===== src/rtl/iter_divider_pkg.sv =====
// Shared types, constants and helpers for the iterative RV32M divider.
package div_pkg;

  localparam int DIV_WIDTH = 32;
  localparam int DIV_CNT_W = 6;

  typedef enum logic [1:0] {
    OP_DIV  = 2'd0,
    OP_DIVU = 2'd1,
    OP_REM  = 2'd2,
    OP_REMU = 2'd3
  } op_e;

  typedef enum logic [1:0] {
    S_IDLE = 2'd0,
    S_CALC = 2'd1,
    S_DONE = 2'd2
  } state_e;

  localparam logic [DIV_WIDTH-1:0] ALL_ONES = 32'hFFFF_FFFF;
  localparam logic [DIV_WIDTH-1:0] INT_MIN  = 32'h8000_0000;

  function automatic logic [DIV_WIDTH-1:0] cond_negate(input logic [DIV_WIDTH-1:0] value,
                                                       input logic neg);
    if (neg) begin
      cond_negate = ~value + DIV_WIDTH'(1);
    end else begin
      cond_negate = value;
    end
  endfunction

  function automatic logic is_signed_op(input op_e op);
    is_signed_op = (op == OP_DIV) || (op == OP_REM);
  endfunction

  function automatic logic is_rem_op(input op_e op);
    is_rem_op = (op == OP_REM) || (op == OP_REMU);
  endfunction

endpackage


===== src/rtl/iter_divider_if.sv =====
// Request/response bundle between the execute stage and the divider.
interface iter_divider_if #(parameter int WIDTH = 32);
  logic             in_valid;
  logic             in_ready;
  logic [1:0]       op;
  logic [WIDTH-1:0] A;
  logic [WIDTH-1:0] B;
  logic             out_valid;
  logic [WIDTH-1:0] result;
  logic             busy;

  modport master (output in_valid, op, A, B, input in_ready, out_valid, result, busy);
  modport slave  (input in_valid, op, A, B, output in_ready, out_valid, result, busy);
endinterface


===== src/rtl/iter_divider_trial_sub.sv =====
// Trial subtractor a - b, carry-select on 8-bit blocks; borrow=1 means a < b.
module div_trial_sub #(
  parameter int N = 33
) (
  input  logic [N-1:0] a,
  input  logic [N-1:0] b,
  output logic [N-1:0] diff,
  output logic         borrow
);
  localparam int BLK    = 8;
  localparam int NB     = (N + BLK - 1) / BLK;
  localparam int LAST_W = N - BLK * (NB - 1);

  logic [N-1:0] b_inv_s;
  logic [NB:0]  carry_s;

  assign b_inv_s    = ~b;
  assign carry_s[0] = 1'b1;

  // Both carry-in flavours per block are formed in parallel; the ripple only drives the muxes.
  for (genvar i = 0; i < NB; i++) begin : g_blk
    localparam int W = (i == NB - 1) ? LAST_W : BLK;
    logic [W:0] sum0_s;
    logic [W:0] sum1_s;
    assign sum0_s         = {1'b0, a[i*BLK +: W]} + {1'b0, b_inv_s[i*BLK +: W]};
    assign sum1_s         = {1'b0, a[i*BLK +: W]} + {1'b0, b_inv_s[i*BLK +: W]} + (W+1)'(1);
    assign carry_s[i+1]   = carry_s[i] ? sum1_s[W] : sum0_s[W];
    assign diff[i*BLK +: W] = carry_s[i] ? sum1_s[W-1:0] : sum0_s[W-1:0];
  end

  assign borrow = ~carry_s[NB];
endmodule


===== src/rtl/iter_divider.sv =====
// Multi-cycle restoring divider for DIV/DIVU/REM/REMU, fixed 33-cycle latency
// for normal operands; divide-by-zero and signed overflow finish in one cycle.
module iter_divider
  import div_pkg::*;
#(
  parameter int WIDTH = DIV_WIDTH,
  parameter int CNT_W = DIV_CNT_W
) (
  input logic           clk,
  input logic           rst,
  iter_divider_if.slave bus
);
  state_e           state_r, next_state_s;
  op_e              op_s;
  logic [CNT_W-1:0] cnt_r;
  logic [WIDTH-1:0] rem_r, quo_r, bmag_r, result_r;
  logic             is_rem_r, neg_q_r, neg_r_r;
  logic             in_ready_r, busy_r, out_valid_r;
  logic             load_s, iter_s, last_s;
  logic             sgn_s, special_s;
  logic [WIDTH-1:0] a_mag_s, b_mag_s, special_val_s;
  logic [WIDTH:0]   shifted_s, diff_s, rem_full_s;
  logic             borrow_s, unused_rem_msb_s;
  logic [WIDTH-1:0] rem_next_s, quo_next_s, final_s;

  assign op_s = op_e'(bus.op);

  // Operand magnitudes and the single-cycle special-case results.
  always_comb begin
    sgn_s         = is_signed_op(op_s);
    a_mag_s       = cond_negate(bus.A, sgn_s & bus.A[WIDTH-1]);
    b_mag_s       = cond_negate(bus.B, sgn_s & bus.B[WIDTH-1]);
    special_s     = 1'b0;
    special_val_s = {WIDTH{1'b0}};
    if (bus.B == {WIDTH{1'b0}}) begin
      special_s     = 1'b1;
      special_val_s = is_rem_op(op_s) ? bus.A : ALL_ONES;
    end else if (sgn_s && (bus.A == INT_MIN) && (bus.B == ALL_ONES)) begin
      special_s     = 1'b1;
      special_val_s = is_rem_op(op_s) ? {WIDTH{1'b0}} : INT_MIN;
    end else begin
      special_s     = 1'b0;
      special_val_s = {WIDTH{1'b0}};
    end
  end

  // The dividend bit shifted out of quo_r enters the 33-bit partial remainder.
  assign shifted_s = {rem_r, quo_r[WIDTH-1]};

  div_trial_sub #(.N(WIDTH + 1)) u_trial_sub (
    .a      (shifted_s),
    .b      ({1'b0, bmag_r}),
    .diff   (diff_s),
    .borrow (borrow_s)
  );

  // Restore on borrow, otherwise keep the trial difference; sign-correct on the last step.
  always_comb begin
    rem_full_s       = borrow_s ? shifted_s : diff_s;
    rem_next_s       = rem_full_s[WIDTH-1:0];
    unused_rem_msb_s = rem_full_s[WIDTH];
    quo_next_s       = {quo_r[WIDTH-2:0], ~borrow_s};
    final_s          = is_rem_r ? cond_negate(rem_next_s, neg_r_r)
                                : cond_negate(quo_next_s, neg_q_r);
  end

  // FSM control strobes decoded from the current state.
  always_comb begin
    load_s = 1'b0;
    iter_s = 1'b0;
    last_s = 1'b0;
    case (state_r)
      S_IDLE: load_s = bus.in_valid;
      S_CALC: begin
        iter_s = 1'b1;
        last_s = (cnt_r == CNT_W'(WIDTH - 1));
      end
      S_DONE: load_s = 1'b0;
      default: load_s = 1'b0;
    endcase
  end

  // FSM next-state logic.
  always_comb begin
    next_state_s = state_r;
    case (state_r)
      S_IDLE: begin
        if (load_s) begin
          next_state_s = special_s ? S_DONE : S_CALC;
        end else begin
          next_state_s = S_IDLE;
        end
      end
      S_CALC: begin
        if (last_s) begin
          next_state_s = S_DONE;
        end else begin
          next_state_s = S_CALC;
        end
      end
      S_DONE:  next_state_s = S_IDLE;
      default: next_state_s = S_IDLE;
    endcase
  end

  // State register with handshake flags registered from the next state.
  always_ff @(posedge clk) begin
    if (rst) begin
      state_r     <= S_IDLE;
      in_ready_r  <= 1'b1;
      busy_r      <= 1'b0;
      out_valid_r <= 1'b0;
    end else begin
      state_r     <= next_state_s;
      in_ready_r  <= (next_state_s == S_IDLE);
      busy_r      <= (next_state_s != S_IDLE);
      out_valid_r <= (next_state_s == S_DONE);
    end
  end

  // Operand capture, iteration datapath and result register.
  always_ff @(posedge clk) begin
    if (rst) begin
      cnt_r    <= {CNT_W{1'b0}};
      rem_r    <= {WIDTH{1'b0}};
      quo_r    <= {WIDTH{1'b0}};
      bmag_r   <= {WIDTH{1'b0}};
      result_r <= {WIDTH{1'b0}};
      is_rem_r <= 1'b0;
      neg_q_r  <= 1'b0;
      neg_r_r  <= 1'b0;
    end else if (load_s) begin
      cnt_r    <= {CNT_W{1'b0}};
      rem_r    <= {WIDTH{1'b0}};
      quo_r    <= a_mag_s;
      bmag_r   <= b_mag_s;
      is_rem_r <= is_rem_op(op_s);
      neg_q_r  <= sgn_s & (bus.A[WIDTH-1] ^ bus.B[WIDTH-1]);
      neg_r_r  <= sgn_s & bus.A[WIDTH-1];
      if (special_s) begin
        result_r <= special_val_s;
      end
    end else if (iter_s) begin
      cnt_r <= cnt_r + CNT_W'(1);
      rem_r <= rem_next_s;
      quo_r <= quo_next_s;
      if (last_s) begin
        result_r <= final_s;
      end
    end
  end

  assign bus.in_ready  = in_ready_r;
  assign bus.busy      = busy_r;
  assign bus.out_valid = out_valid_r;
  assign bus.result    = result_r;
endmodule


===== src/flat_wrapper.sv =====
// flat-port wrapper written by rule: the top's interface ports become plain ports
module iter_divider_flat import div_pkg::*;
#(
  parameter int WIDTH = DIV_WIDTH,
  parameter int CNT_W = DIV_CNT_W
)
  (clk, rst, bus_in_valid, bus_op, bus_A, bus_B, bus_in_ready, bus_out_valid, bus_result, bus_busy);
  iter_divider_if #(.WIDTH(WIDTH)) bus_i ();
  input logic clk;
  input logic rst;
  input wire logic [$bits(bus_i.in_valid)-1:0] bus_in_valid;
  input wire logic [$bits(bus_i.op)-1:0] bus_op;
  input wire logic [$bits(bus_i.A)-1:0] bus_A;
  input wire logic [$bits(bus_i.B)-1:0] bus_B;
  output wire logic [$bits(bus_i.in_ready)-1:0] bus_in_ready;
  output wire logic [$bits(bus_i.out_valid)-1:0] bus_out_valid;
  output wire logic [$bits(bus_i.result)-1:0] bus_result;
  output wire logic [$bits(bus_i.busy)-1:0] bus_busy;
  assign bus_i.in_valid = bus_in_valid;
  assign bus_i.op = bus_op;
  assign bus_i.A = bus_A;
  assign bus_i.B = bus_B;
  assign bus_in_ready = bus_i.in_ready;
  assign bus_out_valid = bus_i.out_valid;
  assign bus_result = bus_i.result;
  assign bus_busy = bus_i.busy;
  iter_divider #(.WIDTH(WIDTH), .CNT_W(CNT_W)) u_core (.clk(clk), .rst(rst), .bus(bus_i));
endmodule

===== config.mk =====
export PLATFORM = sky130hd
export DESIGN_NAME = iter_divider_flat
export DESIGN_NICKNAME = d
export VERILOG_FILES = /design/src/rtl/iter_divider_pkg.sv /design/src/rtl/iter_divider_if.sv /design/src/rtl/iter_divider_trial_sub.sv /design/src/rtl/iter_divider.sv /design/src/flat_wrapper.sv
export SDC_FILE = /design/constraint.sdc
export NUM_CORES = 1
export LEC_CHECK = 0
export ABC_AREA = 0
export ABC_CLOCK_PERIOD_IN_PS = 6500
export BUFFER_PORTS_ARGS = -buffer_cell sky130_fd_sc_hd__buf_2
export CAP_MARGIN = 20
export CORE_ASPECT_RATIO = 1.4
export CORE_MARGIN = 5
export CORE_UTILIZATION = 60
export CTS_CLUSTER_SIZE = 12
export DETAILED_ROUTE_END_ITERATION = 12
export MAX_ROUTING_LAYER = met4
export PLACE_DENSITY = 0.84
export SLEW_MARGIN = 5
export SYNTH_ARGS = -nofsm -noshare
export SYNTH_HDL_FRONTEND = slang
export SYNTH_SLANG_ARGS = --single-unit

===== constraint.sdc =====
create_clock -name clk -period 6.5 [get_ports clk]
set_input_delay 1.625 -clock clk [delete_from_list [all_inputs] [get_ports clk]]
set_output_delay 1.625 -clock clk [all_outputs]
set_load 0.01 [all_outputs]

=== Word level (Yosys, flattened, before mapping) ===
Index checks and enable logic that the tools add are counted.

* Bitwise logic cells: 9
* Reduce and logical (&&, ||, !) cells: 13
* Equal/unequal tests: 8
* Add/subtract/negate cells: 15
* Muxes and demuxes: 32

{| class="wikitable"
|+ Operator list
! kind !! count
|-
| two-way mux 32 bit || 16
|-
| adder 32 x 1 -> 32 bit, second input constant || 4
|-
| inverter 32 bit || 4
|-
| == test 32 bit, second input constant || 2
|-
| adder 8 x 8 -> 9 bit || 4
|-
| adder 9 x 1 -> 9 bit, second input constant || 4
|-
| inverter 32 -> 33 bit || 1
|-
| zero test 32 bit || 1
|-
| two-way mux 8 bit || 3
|-
| two-way mux 1 bit || 9
|-
| adder 6 x 1 -> 6 bit, second input constant || 1
|-
| == test 2 bit, second input constant || 3
|-
| == test 6 x 5 -> 1 bit, second input constant || 1
|-
| zero test 2 bit || 3
|-
| two-way mux 2 bit || 3
|-
| nonzero test 2 bit || 3
|-
| case mux 2 bit (2 select lines) || 1
|-
| AND 1 bit || 3
|-
| AND reduction 3 bit || 1
|-
| adder 1 x 1 -> 2 bit || 1
|-
| adder 2 x 1 -> 2 bit, second input constant || 1
|-
| == test 2 x 1 -> 1 bit, second input constant || 1
|-
| logical AND 1 bit || 2
|-
| logical OR 1 bit || 2
|-
| other kinds (3) || 3
|}

* Register bits: 142
* Word-level logic and storage cells: 89
* Bits of input ports: 69

=== Logic depth before layout (Yosys ltp) ===
* Depth after elaboration: 15
* Mapped depth: 28
* Depth with buffers taken out: 25

=== Modules after synthesis ===
From an unflattened synthesis, not the netlist that was laid out.

* Cell total of the unflattened synthesis: 1463
* Area total of the unflattened synthesis: 11268.3 um^2

{| class="wikitable"
|+ By module, submodules not included
! module !! instances !! area each (um^2) !! cells each !! sequential area each (um^2)
|-
| iter_divider || 1 || 9218.8 || 1180 || 2842.7
|-
| div_trial_sub || 1 || 2049.5 || 283 || 0.0
|}

=== Worst setup path after synthesis ===
No wires, ideal clock.

* Path type: register to register
* Start: register u_core.rem_r[7]
* End: register u_core.result_r[30], in the netlist u_core.bus.result[30]
* Period minus slack after synthesis: 5.281 ns
* Buffers on the path: 3
* Data arrival time: 5.207 ns
* Slack: 1.219 ns
* Library setup time: 0.074 ns
* Cell stages (with the launch flop): 25
* Path through: dfxtp_1 > ha_1 > inv_1 > fa_1 > inv_1 > ha_1 > nand2_1 > a211o_1 > nor3_1 > mux2i_1 > and3b_4 > nor2_4 > inv_2 > buf_2 > buf_2 > buf_2 > ha_1 > and2_1 > nand3_1 > or3_1 > o31ai_1 > xnor2_1 > o21ai_0 > a211o_1 > a31oi_1

* Word-level cells in the longest chain between the ends: 14
* Elaborated cells on any way between the ends: 20

{| class="wikitable"
|+ Ends and longest elaborated chain
! what !! line !! source
|-
| start, declared || iter_divider.sv:16 || <nowiki>logic [WIDTH-1:0] rem_r, quo_r, bmag_r, result_r;</nowiki>
|-
| start signal, assigned || iter_divider.sv:125 || <nowiki>rem_r <= {WIDTH{1'b0}};</nowiki>
|-
| start signal, assigned || iter_divider.sv:134 || <nowiki>rem_r <= {WIDTH{1'b0}};</nowiki>
|-
| start signal, assigned || iter_divider.sv:145 || <nowiki>rem_r <= rem_next_s;</nowiki>
|-
| adder 8 x 8 -> 9 bit || iter_divider_trial_sub.sv:25, iter_divider_trial_sub.sv:26 ||
|-
| adder 9 x 1 -> 9 bit || iter_divider_trial_sub.sv:26 || <nowiki>assign sum1_s = {1'b0, a[i*BLK +: W]} + {1'b0, b_inv_s[i*BLK +: W]} + (W+1)'(1);</nowiki>
|-
| two-way mux 1 bit (4 in series) || iter_divider_trial_sub.sv:27 || <nowiki>assign carry_s[i+1] = carry_s[i] ? sum1_s[W] : sum0_s[W];</nowiki>
|-
| two-way mux 32 bit || iter_divider.sv:59 || <nowiki>rem_full_s = borrow_s ? shifted_s : diff_s;</nowiki>
|-
| inverter 32 bit || iter_divider_pkg.sv:26 || <nowiki>cond_negate = ~value + DIV_WIDTH'(1);</nowiki>
|-
| adder 32 x 1 -> 32 bit || iter_divider_pkg.sv:26 ||
|-
| two-way mux 32 bit || iter_divider_pkg.sv:25 || <nowiki>if (neg) begin</nowiki>
|-
| two-way mux 32 bit (*) || iter_divider.sv:63 || <nowiki>final_s = is_rem_r ? cond_negate(rem_next_s, neg_r_r)</nowiki>
|-
| two-way mux 32 bit (*) || iter_divider.sv:147 || <nowiki>if (last_s) begin</nowiki>
|-
| two-way mux 32 bit (*) || iter_divider.sv:143 || <nowiki>end else if (iter_s) begin</nowiki>
|-
| two-way mux 32 bit (*) || iter_divider.sv:132 || <nowiki>end else if (load_s) begin</nowiki>
|-
| end signal, assigned || iter_divider.sv:128 || <nowiki>result_r <= {WIDTH{1'b0}};</nowiki>
|-
| end signal, assigned || iter_divider.sv:141 || <nowiki>result_r <= special_val_s;</nowiki>
|-
| end signal, assigned || iter_divider.sv:148 || <nowiki>result_r <= final_s;</nowiki>
|-
| end, declared || iter_divider.sv:16 ||
|}

Every way passes the cells marked *; elsewhere a longest branch is shown, timed or not. The select of a mux whose other input is x is not followed.
A chain may end at the register's enable or synchronous reset.

=== Final worst setup path ===
Ends and elaborated chain as after synthesis.

==> results_dict.tcl <==
set metrics [dict create \
    synth_area_leaders "dfxtp_1, nor2_1, xor2_1" \
    period_minus_slack_ns 6.016 \
    power.density_nw_per_um2 297.5 \
    synth_cells 1644 \
    setup_slack_ns 0.4843 \
    cp.arrival_ns 6.38 \
    rows 61 \
    antenna_found_initial 0 \
    timing.final.crit_share 0.9255 \
    routed_wirelength_um 39420 \
    slowest_delay_ns 0.58 \
    relSlewSlack 0.2328 \
    ioPinCount 104 \
    postCtsSetupRepairBufs 0 \
    synth_async_sr_flop_share 0 \
    grt.total_usage 0.3513 \
    clockBufferDepth 2 \
    drive_above_1_share 0.1143 \
    finalWeightedCongestion 1.031 \
    clock-sinks 142 \
    cts_root_buffer "clkbuf_16" \
    cts_resized 0 \
    synth_ff_type "dfxtp_1" \
    rsz0062_at_grt "no" \
    place_ws_ns 0.6625 \
    final_nets 1799 \
    syn_to_final_growth_pct 10.05 \
    place_inst 1917 \
    drv_slew 0 \
    dr.first_iter.drc_count 1420 \
    syn_area_um2 11940 \
    ant_nets 0 \
    slowest_stage "o31ai_4" \
    cts_buffers 17 \
    r2r-start "u_core.rem_r[7]" \
    synth_top_area_cell "dfxtp_1" \
    cp-end-kind "register" \
    drcViolationCount 0 \
    critPathMaxFanout 16 \
    die_w_um 129.2 \
    finalSetupViolCount 0 \
    path_cells "ha_1, inv_1, fa_1, inv_1, ha_1, nand2_1, a211o_1, o31a_1, o31ai_4, and3b_4, nor2_4, inv_2, ha_1, and2_1, nand3_1, or3_1, o31ai_1, xnor2_1, o21ai_0, a211o_1, a31oi_1" \
    yosys_warnings 0 \
    cp_num_buf_inv 3 \
    clkSlewWorstSetupHoldPaths_ns 0.06 \
    fin_cells 1949 \
    hpwl_um 28790 \
    startpoint_type "register" \
    drv_cap 0 \
    min_from "u_core.rem_r[30]" \
    die-area_um2 22850 \
    ctsHoldBuffers 0 \
    via_count 12850 \
    ys_seq_elements 142 \
    clock_skew_ns 0.01174 \
    wl_per_cell_um 20.23 \
    setup.worst_path.start "u_core.rem_r[7]" \
    grt_pass1_vias 12160 \
    ys_seq_area_frac 0.2382 \
    die_h_um 176.9 \
    syn_area_per_cell_um2 7.260 \
    initial_core_util 0.6038 \
    viasPerCell 6.591 \
    tightest_slew_ns 1.149 \
    tns_ns 0 \
    synth-edff-count 0 \
    diodes 0 \
    final_common_cell "nor2_1" \
    grt_pass1_wl_um 62570 \
    dr.pass1.iters 6 \
    grt_start_max_net_pins 78 \
    cpMostUsedCell "ha_1" \
    hp-class "register to register" \
    fmax_mhz 166.2 \
    irDropWorstVdd_uv 181.5 \
    synth_fp_nets 1758 \
    clkLatencyLatePin_ns 0.43 \
    status "complete, no violations" \
    cts_max_level 4 \
    critPathKind "register to register" \
    mostFrequentLayoutCells "nor2_1, nand2_1, dfxtp_1" \
    fin_hold_ws_ns 0.4743 \
    portBuffers 103 \
    synth_top_area_frac 0.2382 \
    core_area_um2 19770 \
    overflow 0 \
    worstPathRequired_ns 6.86 \
    cts_tree "done" \
    crit_family "compound AO/OA/AOI/OAI gates" \
    synth.distinct_cells 86 \
    cellLeakagePower_uw 0.004960 \
    finalHoldViolations 0 \
]
## worst paths after layout
kind | slack [ns] | depth (start not counted) | end
setup / recovery | 0.48 | 21 | u_core.bus.result[30]
hold / removal | 0.47 | 2 | u_core.rem_r[30]
setup reg to reg | 0.48 | 21 | u_core.bus.result[30]
hold reg to reg | 0.47 | 2 | u_core.rem_r[30]
## registers in the layout (all words and copies together) (netlist names), 2 cells and up
| name | flops |
|---|---|
| u_core.bus.result | 32 |
| u_core.rem_r | 32 |
| u_core.state_r | 2 |
| u_core.bmag_r | 32 |
| u_core.quo_r | 32 |
| u_core.cnt_r | 6 |
## tightest hold or removal path, stage by stage (launching register included)
cell and delay, ns:
dfxtp_1 0.32, nand2_1 0.06, a21oi_1 0.05
## power breakdown
group / total [µW] / switching, µW / internal, µW
sequential: 999 / 72.7 / 926
clock: 1020 / 415 / 606
combinational: 1890 / 1220 / 670
total: 3910 / 1700 / 2200
## cell type report
type | count | area (µm²)
multi-input cells | 1336 | 8476
well taps | 252 | 315.3
clock inverters | 12 | 160.2
flip-flops and latches | 142 | 2843
repair buffers | 122 | 660.6
clock buffers | 19 | 432.9
fillers | 1701 | 6633
inverters | 66 | 247.7
## logic make-up (layout without fill, tap and decap cells)
group           count (synthesis)  in the layout  share of synthesized area
flops                         142            142                     0.2382
mux                            34             34                    0.02956
fa+ha+maj                      45             45                    0.04969
xor+xnor                      154            154                     0.1148
compound gates                447            447                     0.2539
simple gates                  656            656                     0.2602
buf+inv                       166            219                    0.05367
## synthesized netlist by cell type (all sizes together), types with 27 or more instances
cell	instances
nand2	167
dfxtp	142
a311oi	38
o21ai	101
mux2i	27
a21oi	103
ha	41
a211oi	42
nor3	60
clkbuf	80
xnor2	75
nor2	219
inv	66
nand3	39
xor2	78
## per-stage QoR
step	power (µW)	area, µm²	utilization
2_1_floorplan	2374	11940	-
3_3_place_gp	2788	12530	0.6341
3_5_place_dp	2818	12530	0.6341
4_1_cts	3839	13130	0.6641
5_1_grt	4086	13140	0.6645
6_report	3908	13140	0.6645
## routing by layer
layer	track usage	vias to the layer above	share of wire	wire length (µm)
li1	-	6018	-	-
met1	0.3972	5913	0.37	14430
met2	0.5538	719	0.47	18420
met3	0.05888	196	0.081	3202
met4	0.2583	0	0.086	3374
met5	-	-	0	0
Power figures use the tool's default switching activity.
